`src/rtl/mcu_pkg.sv`:
```
// Shared constants for the parametrised accumulator MCU: opcode values,
// controller state encoding and the fixed opcode field width.
package mcu_pkg;

    localparam int OPC_WIDTH = 4;

    localparam logic [3:0] OP_NOP  = 4'h0;
    localparam logic [3:0] OP_LDI  = 4'h1;
    localparam logic [3:0] OP_LDR  = 4'h2;
    localparam logic [3:0] OP_STR  = 4'h3;
    localparam logic [3:0] OP_ADD  = 4'h4;
    localparam logic [3:0] OP_SUB  = 4'h5;
    localparam logic [3:0] OP_AND  = 4'h6;
    localparam logic [3:0] OP_OR   = 4'h7;
    localparam logic [3:0] OP_XOR  = 4'h8;
    localparam logic [3:0] OP_NOT  = 4'h9;
    localparam logic [3:0] OP_JMP  = 4'hA;
    localparam logic [3:0] OP_JMPR = 4'hB;
    localparam logic [3:0] OP_JZ   = 4'hC;
    localparam logic [3:0] OP_JC   = 4'hD;
    localparam logic [3:0] OP_ADDI = 4'hE;
    localparam logic [3:0] OP_HLT  = 4'hF;

    typedef enum logic [1:0] {
        ST_FETCH = 2'd0,
        ST_EXEC  = 2'd1,
        ST_HALT  = 2'd2
    } state_t;

endpackage

```
`src/rtl/mcu_regfile.sv`:
```
// General-purpose register file: 2**OPND_WIDTH entries, one shared address
// for the combinational read and the synchronous write.
module mcu_regfile
    import mcu_pkg::*;
#(
    parameter int DATA_WIDTH = 8,
    parameter int OPND_WIDTH = 4
) (
    input  logic                  clk,
    input  logic                  reset,
    input  logic                  load,
    input  logic [OPND_WIDTH-1:0] addr,
    input  logic [DATA_WIDTH-1:0] wdata,
    output logic [DATA_WIDTH-1:0] rdata
);

    localparam int REG_COUNT = 2 ** OPND_WIDTH;

    logic [DATA_WIDTH-1:0] regs_r [REG_COUNT];

    // Clear every entry on reset, otherwise write the addressed entry on load.
    always_ff @(posedge clk) begin
        if (reset) begin
            for (int i = 0; i < REG_COUNT; i++) begin
                regs_r[i] <= '0;
            end
        end else if (load) begin
            regs_r[addr] <= wdata;
        end
    end

    assign rdata = regs_r[addr];

endmodule

```
`src/rtl/mcu_core_param.sv`:
```
// Parametrised accumulator MCU core with a FETCH/EXECUTE/HALT controller and
// a req/ack instruction port that tolerates wait-state memories.
module mcu_core_param
    import mcu_pkg::*;
#(
    parameter int DATA_WIDTH = 8,
    parameter int PC_WIDTH   = 8,
    parameter int OPND_WIDTH = 4
) (
    input  logic                            Clk,
    input  logic                            Reset,
    input  logic [PC_WIDTH-1:0]             resetPC,
    output logic                            imem_req,
    output logic [PC_WIDTH-1:0]             imem_addr,
    input  logic                            imem_ack,
    input  logic [OPC_WIDTH+OPND_WIDTH-1:0] imem_data,
    output logic [PC_WIDTH-1:0]             currentPC,
    output logic [DATA_WIDTH-1:0]           acc_out,
    output logic                            flag_z,
    output logic                            flag_c,
    output logic                            halted
);

    localparam int IR_WIDTH = OPC_WIDTH + OPND_WIDTH;
    localparam logic [PC_WIDTH-1:0]   PC_ONE  = {{(PC_WIDTH-1){1'b0}}, 1'b1};
    localparam logic [DATA_WIDTH:0]   SUM_ONE = {{DATA_WIDTH{1'b0}}, 1'b1};

    state_t                  state_r;
    logic [PC_WIDTH-1:0]     pc_r;
    logic [IR_WIDTH-1:0]     ir_r;
    logic [DATA_WIDTH-1:0]   acc_r;
    logic                    z_r;
    logic                    c_r;

    logic [OPC_WIDTH-1:0]    opcode_s;
    logic [OPND_WIDTH-1:0]   opnd_s;
    logic [DATA_WIDTH-1:0]   imm_s;
    logic [DATA_WIDTH-1:0]   reg_rd_s;
    logic                    reg_load_s;
    logic [DATA_WIDTH-1:0]   add_b_s;
    logic [DATA_WIDTH:0]     add_s;
    logic [DATA_WIDTH:0]     sub_s;
    logic [DATA_WIDTH-1:0]   alu_res_s;
    logic                    alu_c_s;
    logic                    acc_we_s;
    logic                    flag_upd_s;
    logic                    jump_s;
    logic [PC_WIDTH-1:0]     target_s;

    assign opcode_s   = ir_r[IR_WIDTH-1 -: OPC_WIDTH];
    assign opnd_s     = ir_r[OPND_WIDTH-1:0];
    assign imm_s      = DATA_WIDTH'(opnd_s);
    assign reg_load_s = (state_r == ST_EXEC) && (opcode_s == OP_STR);

    mcu_regfile #(
        .DATA_WIDTH (DATA_WIDTH),
        .OPND_WIDTH (OPND_WIDTH)
    ) u_regfile (
        .clk   (Clk),
        .reset (Reset),
        .load  (reg_load_s),
        .addr  (opnd_s),
        .wdata (acc_r),
        .rdata (reg_rd_s)
    );

    // Adder and subtractor carry one extra bit so the carry-out lands in the MSB.
    assign add_b_s = (opcode_s == OP_ADDI) ? imm_s : reg_rd_s;
    assign add_s   = {1'b0, acc_r} + {1'b0, add_b_s};
    assign sub_s   = {1'b0, acc_r} + {1'b0, ~reg_rd_s} + SUM_ONE;

    // Decode the IR into accumulator result, carry, flag update and branch target.
    always_comb begin
        alu_res_s  = acc_r;
        alu_c_s    = c_r;
        acc_we_s   = 1'b0;
        flag_upd_s = 1'b0;
        jump_s     = 1'b0;
        target_s   = PC_WIDTH'(opnd_s);
        case (opcode_s)
            OP_LDI: begin
                acc_we_s  = 1'b1;
                alu_res_s = imm_s;
            end
            OP_LDR: begin
                acc_we_s  = 1'b1;
                alu_res_s = reg_rd_s;
            end
            OP_ADD, OP_ADDI: begin
                acc_we_s   = 1'b1;
                flag_upd_s = 1'b1;
                alu_res_s  = add_s[DATA_WIDTH-1:0];
                alu_c_s    = add_s[DATA_WIDTH];
            end
            OP_SUB: begin
                acc_we_s   = 1'b1;
                flag_upd_s = 1'b1;
                alu_res_s  = sub_s[DATA_WIDTH-1:0];
                alu_c_s    = sub_s[DATA_WIDTH];
            end
            OP_AND: begin
                acc_we_s   = 1'b1;
                flag_upd_s = 1'b1;
                alu_res_s  = acc_r & reg_rd_s;
                alu_c_s    = 1'b0;
            end
            OP_OR: begin
                acc_we_s   = 1'b1;
                flag_upd_s = 1'b1;
                alu_res_s  = acc_r | reg_rd_s;
                alu_c_s    = 1'b0;
            end
            OP_XOR: begin
                acc_we_s   = 1'b1;
                flag_upd_s = 1'b1;
                alu_res_s  = acc_r ^ reg_rd_s;
                alu_c_s    = 1'b0;
            end
            OP_NOT: begin
                acc_we_s   = 1'b1;
                flag_upd_s = 1'b1;
                alu_res_s  = ~acc_r;
                alu_c_s    = 1'b0;
            end
            OP_JMP:  jump_s = 1'b1;
            OP_JMPR: begin
                jump_s   = 1'b1;
                target_s = PC_WIDTH'(reg_rd_s);
            end
            OP_JZ:   jump_s = z_r;
            OP_JC:   jump_s = c_r;
            default: begin
                alu_res_s = acc_r;
            end
        endcase
    end

    // Controller: fetch handshake, single-cycle execute, sticky halt.
    always_ff @(posedge Clk) begin
        if (Reset) begin
            state_r <= ST_FETCH;
            pc_r    <= resetPC;
            ir_r    <= '0;
            acc_r   <= '0;
            z_r     <= 1'b0;
            c_r     <= 1'b0;
        end else begin
            case (state_r)
                ST_FETCH: begin
                    if (imem_ack) begin
                        ir_r    <= imem_data;
                        pc_r    <= pc_r + PC_ONE;
                        state_r <= ST_EXEC;
                    end
                end
                ST_EXEC: begin
                    if (acc_we_s) begin
                        acc_r <= alu_res_s;
                    end
                    if (flag_upd_s) begin
                        z_r <= (alu_res_s == '0);
                        c_r <= alu_c_s;
                    end
                    if (jump_s) begin
                        pc_r <= target_s;
                    end
                    state_r <= (opcode_s == OP_HLT) ? ST_HALT : ST_FETCH;
                end
                ST_HALT: state_r <= ST_HALT;
                default: state_r <= ST_FETCH;
            endcase
        end
    end

    // Request and halt indication are forced low while Reset is held.
    assign imem_req  = (state_r == ST_FETCH) && !Reset;
    assign halted    = (state_r == ST_HALT) && !Reset;
    assign imem_addr = pc_r;
    assign currentPC = pc_r;
    assign acc_out   = acc_r;
    assign flag_z    = z_r;
    assign flag_c    = c_r;

endmodule
```
`config.mk`:
```
export PLATFORM = sky130hd
export DESIGN_NAME = mcu_core_param
export DESIGN_NICKNAME = d
export VERILOG_FILES = /design/src/rtl/mcu_pkg.sv /design/src/rtl/mcu_regfile.sv /design/src/rtl/mcu_core_param.sv
export SDC_FILE = /design/constraint.sdc
export NUM_CORES = 1
export LEC_CHECK = 0
export BUFFER_PORTS_ARGS = -buffer_cell sky130_fd_sc_hd__clkbuf_2
export CORE_ASPECT_RATIO = 1.4
export CORE_MARGIN = 3
export CORE_UTILIZATION = 60
export DETAILED_ROUTE_END_ITERATION = 6
export MAX_ROUTING_LAYER = met4
export PLACE_DENSITY = 0.75
export SLEW_MARGIN = 30
export SYNTH_ARGS = -nofsm -noshare
export SYNTH_HDL_FRONTEND = slang
export SYNTH_SLANG_ARGS = --single-unit
```
`constraint.sdc`:
```
create_clock -name Clk -period 5.4 [get_ports Clk]
set_input_delay 1.08 -clock Clk [delete_from_list [all_inputs] [get_ports Clk]]
set_output_delay 1.08 -clock Clk [all_outputs]
set_load 0.01 [all_outputs]
```
=== Word-level counts from Yosys, hierarchy flattened ===
Memories as Yosys holds them, arrays and structs flattened. A register that Yosys moved wholly into a read port is not among the register bits.
Index checks and enable logic that the tools add are counted.

* Input port bits: 19
* ROM bits: 0
* Memories: 1
* Flip-flop bits (word level): 28
* Logic and storage cells: 79
* Bits in latches: 0
* RAM bits: 128
* Output and inout bits: 28

{| class="wikitable"
|+ Memories
! name !! words !! width !! read ports !! clocked after memory_dff !! wr ports !! line !! source
|-
| u_regfile.regs_r || 16 || 8 || 1 || 1 || 16 || mcu_regfile.sv:19 || <nowiki>logic [DATA_WIDTH-1:0] regs_r [REG_COUNT];</nowiki>
|}

* $add $sub $neg: 4
* Div/mod/pow operators: 0
* Eq/ne operators: 20
* Bitwise operators: 5
* Reduce and logical (&&, ||, !) cells: 19
* Multipliers: 0
* Shift-type cells: 0
* Multiplexer cells: 24
* Order comparisons: 0

{| class="wikitable"
|+ Operator list
! operator !! number
|-
| case mux 8 bit (8 select lines) || 1
|-
| 2-to-1 mux 8 bit || 6
|-
| equality test 4 bit, second input constant || 8
|-
| adder 8 x 8 -> 9 bit || 2
|-
| equality test 4 x 3 -> 1 bit, second input constant || 4
|-
| inverter 8 bit || 2
|-
| case mux 8 bit (2 select lines) || 1
|-
| 2-to-1 mux 4 bit || 3
|-
| adder 9 x 1 -> 9 bit, second input constant || 1
|-
| OR reduction 9 bit || 1
|-
| adder 8 x 1 -> 8 bit, second input constant || 1
|-
| AND 8 bit || 1
|-
| equality test 4 x 2 -> 1 bit, second input constant || 2
|-
| logical NOT 8 bit || 1
|-
| 2-to-1 mux 1 bit || 8
|-
| bitwise OR 8 bit || 1
|-
| OR reduction 8 bit || 1
|-
| XOR 8 bit || 1
|-
| OR reduction 7 bit || 1
|-
| != test 3 bit, second input constant || 2
|-
| case mux 1 bit (3 select lines) || 2
|-
| case mux 2 bit (3 select lines) || 1
|-
| AND reduction 2 bit || 3
|-
| AND reduction 3 bit || 2
|-
| other kinds (11) || 16
|}

=== Logic depth before layout (Yosys ltp) ===
* Depth in word-level cells: 7
* Depth in mapped cells: 19
* Gate-level depth less buffers: 16

=== By module ===
Synthesis repeated with hierarchy kept, for this count alone.

* Cell total of the unflattened synthesis: 766
* Area total of the unflattened synthesis: 9,012.4 um2

{| class="wikitable"
|+ By module, submodules not included
! module !! instances !! area an instance (um2) !! cells each
|-
| mcu_regfile || 1 || 5,881.9 || 376
|-
| mcu_core_param || 1 || 3,130.5 || 390
|}

=== Least setup slack after synthesis ===
No wires, ideal clock.

* Path kind: register to register
* Start: reg with a tool-made name
* End: reg z_r, in the netlist flag_z
* Cell stages (with the launch flop): 17
* Period minus slack after synthesis: 3,968 ps
* Data arrival time: 3,884 ps
* Path buffers: 2
* Slack: 1,432 ps
* Required time: 5,316 ps
* Cell sequence: dfxtp_1 -> buf_6 -> buf_6 -> mux4_2 -> mux2_2 -> a21oi_1 -> o21a_1 -> inv_1 -> ha_1 -> a211oi_1 -> nor3b_1 -> o21a_1 -> nor2_1 -> xnor2_1 -> a221o_1 -> or4_1 -> o31ai_2

{| class="wikitable"
|+ RTL lines
! what !! line !! source
|-
| end signal: assignment || mcu_core_param.sv:161 || <nowiki>z_r <= (alu_res_s == '0);</nowiki>
|-
| end: declaration || mcu_core_param.sv:32 || <nowiki>logic z_r;</nowiki>
|}

==> flow_metrics.tcl <==
set metrics [dict create \
    min_from "flag_z$_SDFFE_PP0P_" \
    clock_sinks 160 \
    slew_viol_final 0 \
    drt_pass1_iterations 7 \
    drc_errors 0 \
    globalplace.congestion 0.963 \
    cts-root-buf "clkbuf_16" \
    die_area_um2 16800 \
    max-slew-margin-rel_pct 43.0 \
    rows 52 \
    die-width_um 110 \
    hpwl_um 17500 \
    fmax_ghz 0.214 \
    diodes 0 \
    rsz0062_at_grt "false" \
    cts_buffers 17 \
    whs_path_depth 2 \
    hold_buffers 0 \
    p_leak_nw 3.54 \
    start_util_pct 62.1 \
    cp.arrival_ns 5.02 \
    final_cell_mix "edfxtp_1 (136), nor3_1 (103), nand2_1 (50)" \
    syn_to_final_growth_pct 9.71 \
    min_to "flag_z$_SDFFE_PP0P_" \
    cts_tree "built" \
    worst_setup_path_start_kind "flip-flop" \
    crit_slowest_cell "dfxtp_2" \
    yosys_warnings 0 \
    cpLargestDelayFamily "compound AO/OA/AOI/OAI gates" \
    max_stage_delay_ns 0.75 \
    drtIter0Drc 605 \
    worst_slew_pin_slew_ns 0.853 \
    ys_async_sr_fraction_pct 0 \
    grt_pass1_wl_um 39200 \
    drt-total-wl_um 25800 \
    crit_path_cell_trace "mux4_2, mux2_2, o21ai_1, o21ai_0, ha_1, a211oi_1, nor3b_1, o21a_1, nor2_1, xnor2_1, a221o_1, or4_1, o31ai_2" \
    syn_nets 878 \
    synth_cell_types 65 \
    ff2ff_path_depth 13 \
    path_depth 13 \
    hold_viol 0 \
    placed_cells 1010 \
    setup_viol 0 \
    reg2reg_to "flag_z$_SDFFE_PP0P_" \
    via_count 7043 \
    cp.buffers_inverters 0 \
    peakVddDrop_mv 0.259 \
    routed_via_density 6.77 \
    seq_area_um2 4570 \
    nFillCells 1143 \
    synth_edf_count 136 \
    detail-route-antenna-nets 0 \
    drive_above_1_share_pct 17.5 \
    final_cells 1041 \
    post_drt_wl_per_cell_um 24.8 \
    post_synth.cell_area_avg_um2 11.1 \
    antenna_found_initial 0 \
    post_cts_buffers 0 \
    power_density_nw_per_um2 303 \
    ys.flop_type "edfxtp_1" \
    cap_violations 0 \
    ys_seq_area_share_pct 50.0 \
    final_nets 897 \
    worst_skew_pair.late_latency_ns 0.43 \
    finalCritPeriodShare_pct 86.6 \
    coreArea_um2 14700 \
    die_y_um 152 \
    cp_max_fo 22 \
    skew_ns 0.00927 \
    multi_input_area_um2 4030 \
    clk_pin_slew_worst_paths_ns 0.07 \
    tns_ns 0 \
    crit_type "reg -> reg" \
    port_buffers 46 \
    synth_area_um2 9140 \
    grt-ovfl-total 0 \
    synth_cells 821 \
    crit_path_end_kind "flip-flop" \
    track_usage_pct 32.5 \
    status "completed" \
    finalCriticalPeriod_ns 4.68 \
    hp-class "reg -> reg" \
    grt_pass1_vias 6824 \
    clockBufferDepth 2 \
    r2r_slack_ns 0.72 \
    htree_levels 4 \
    ys_ff_latch 160 \
    io-pin-count 47 \
    post_cts_resized 0 \
    layout_commonest_cell "edfxtp_1" \
    critical_path_required_ns 5.74 \
    grt_max_degree 43 \
]
-- per-layer routing --
layer	wire length [um]	GRT usage, %
met4	1300	17.9
met3	1850	6.24
met2	13100	51.1
met5	0	-
met1	9590	39.1
-- report_power, final --
group	internal (mW)	switching, mW
Combinational	0.180	0.291
Clock	0.632	0.504
Sequential	1.39	0.0467
-- metrics by stage --
| step | hold WS, ns | instance area, um^2 | setup slack (ns) | util (%) | power [mW] |
|---|---|---|---|---|---|
| floorplan | 0.505 | 9140 | 1.43 | - | 1.77 |
| global placement | 0.504 | 9480 | 0.785 | 64.5 | 1.91 |
| detailed placement | 0.507 | 9480 | 0.733 | 64.5 | 1.92 |
| CTS | 0.515 | 10000 | 0.717 | 68.2 | 3.04 |
| global route | 0.541 | 10000 | 0.441 | 68.2 | 3.14 |
| finish | 0.517 | 10000 | 0.725 | 68.2 | 3.04 |
-- worst max-delay path by stage --
stage	from	endpoint	slack [ns]
2_1_floorplan	flip-flop	flag_z$_SDFFE_PP0P_	1.43
3_3_place_gp	flip-flop	flag_z$_SDFFE_PP0P_	0.78
3_5_place_dp	flip-flop	flag_z$_SDFFE_PP0P_	0.73
4_1_cts	flip-flop	flag_z$_SDFFE_PP0P_	0.72
5_1_grt	flip-flop	flag_z$_SDFFE_PP0P_	0.44
6_report	flip-flop	flag_z$_SDFFE_PP0P_	0.72
-- area by class of cell --
class / instances / area share [%]
sequential: 160 / 45.5
multi-input combinational: 544 / 40.2
timing repair buffer: 85 / 5.22
clock buffer: 18 / 4.28
tap: 189 / 2.36
inverter: 32 / 1.20
clock inverter: 13 / 1.15
-- logic make-up (layout without fill, tap and decap cells) --
logic type	Yosys count	after routing	share of synthesized area, %
flip-flops	160	160	50.0
XOR/XNOR	16	16	1.53
AO/OA/AOI/OAI	152	152	11.0
multiplexers	58	58	10.6
AND/OR/NAND/NOR	280	280	15.6
buffers and inverters	117	148	5.89
adder cells (fa/ha/maj)	38	38	5.37
-- registers in the layout, summed over array words and instances (netlist names), named ones only --
signal	flops
u_regfile.regs_r	128
acc_out	8
currentPC	8
ir_r	8
state_r	2
flag_c	1
flag_z	1
-- synth_stat cells (9+ instances only) --
| cell | count | area share [%] |
|---|---|---|
| nand2b_1 | 12 | 0.82 |
| nor3_1 | 103 | 5.6 |
| nor2_1 | 32 | 1.3 |
| mux2i_1 | 24 | 2.6 |
| dfxtp_1 | 24 | 5.3 |
| clkbuf_1 | 57 | 2.3 |
| mux4_2 | 20 | 4.9 |
| nand3_1 | 11 | 0.60 |
| ha_1 | 36 | 4.9 |
| nor4_1 | 35 | 2.4 |
| a21oi_1 | 37 | 2.0 |
| xnor2_1 | 9 | 0.86 |
| o21ai_0 | 39 | 2.1 |
| clkinv_1 | 10 | 0.41 |
| edfxtp_1 | 136 | 45 |
| nand2_1 | 50 | 2.1 |
| o31ai_1 | 9 | 0.74 |
| inv_1 | 22 | 0.90 |
-- worst reg2reg max path: cells and delay by family (launching register included) --
family          cells  cell delay, ns
compound gates      6            1.74
xor+xnor            1            0.09
fa+ha+maj           1            0.26
flops               1            0.75
mux                 2            0.93
simple gates        3            0.82
Power figures use the tool's default switching activity.
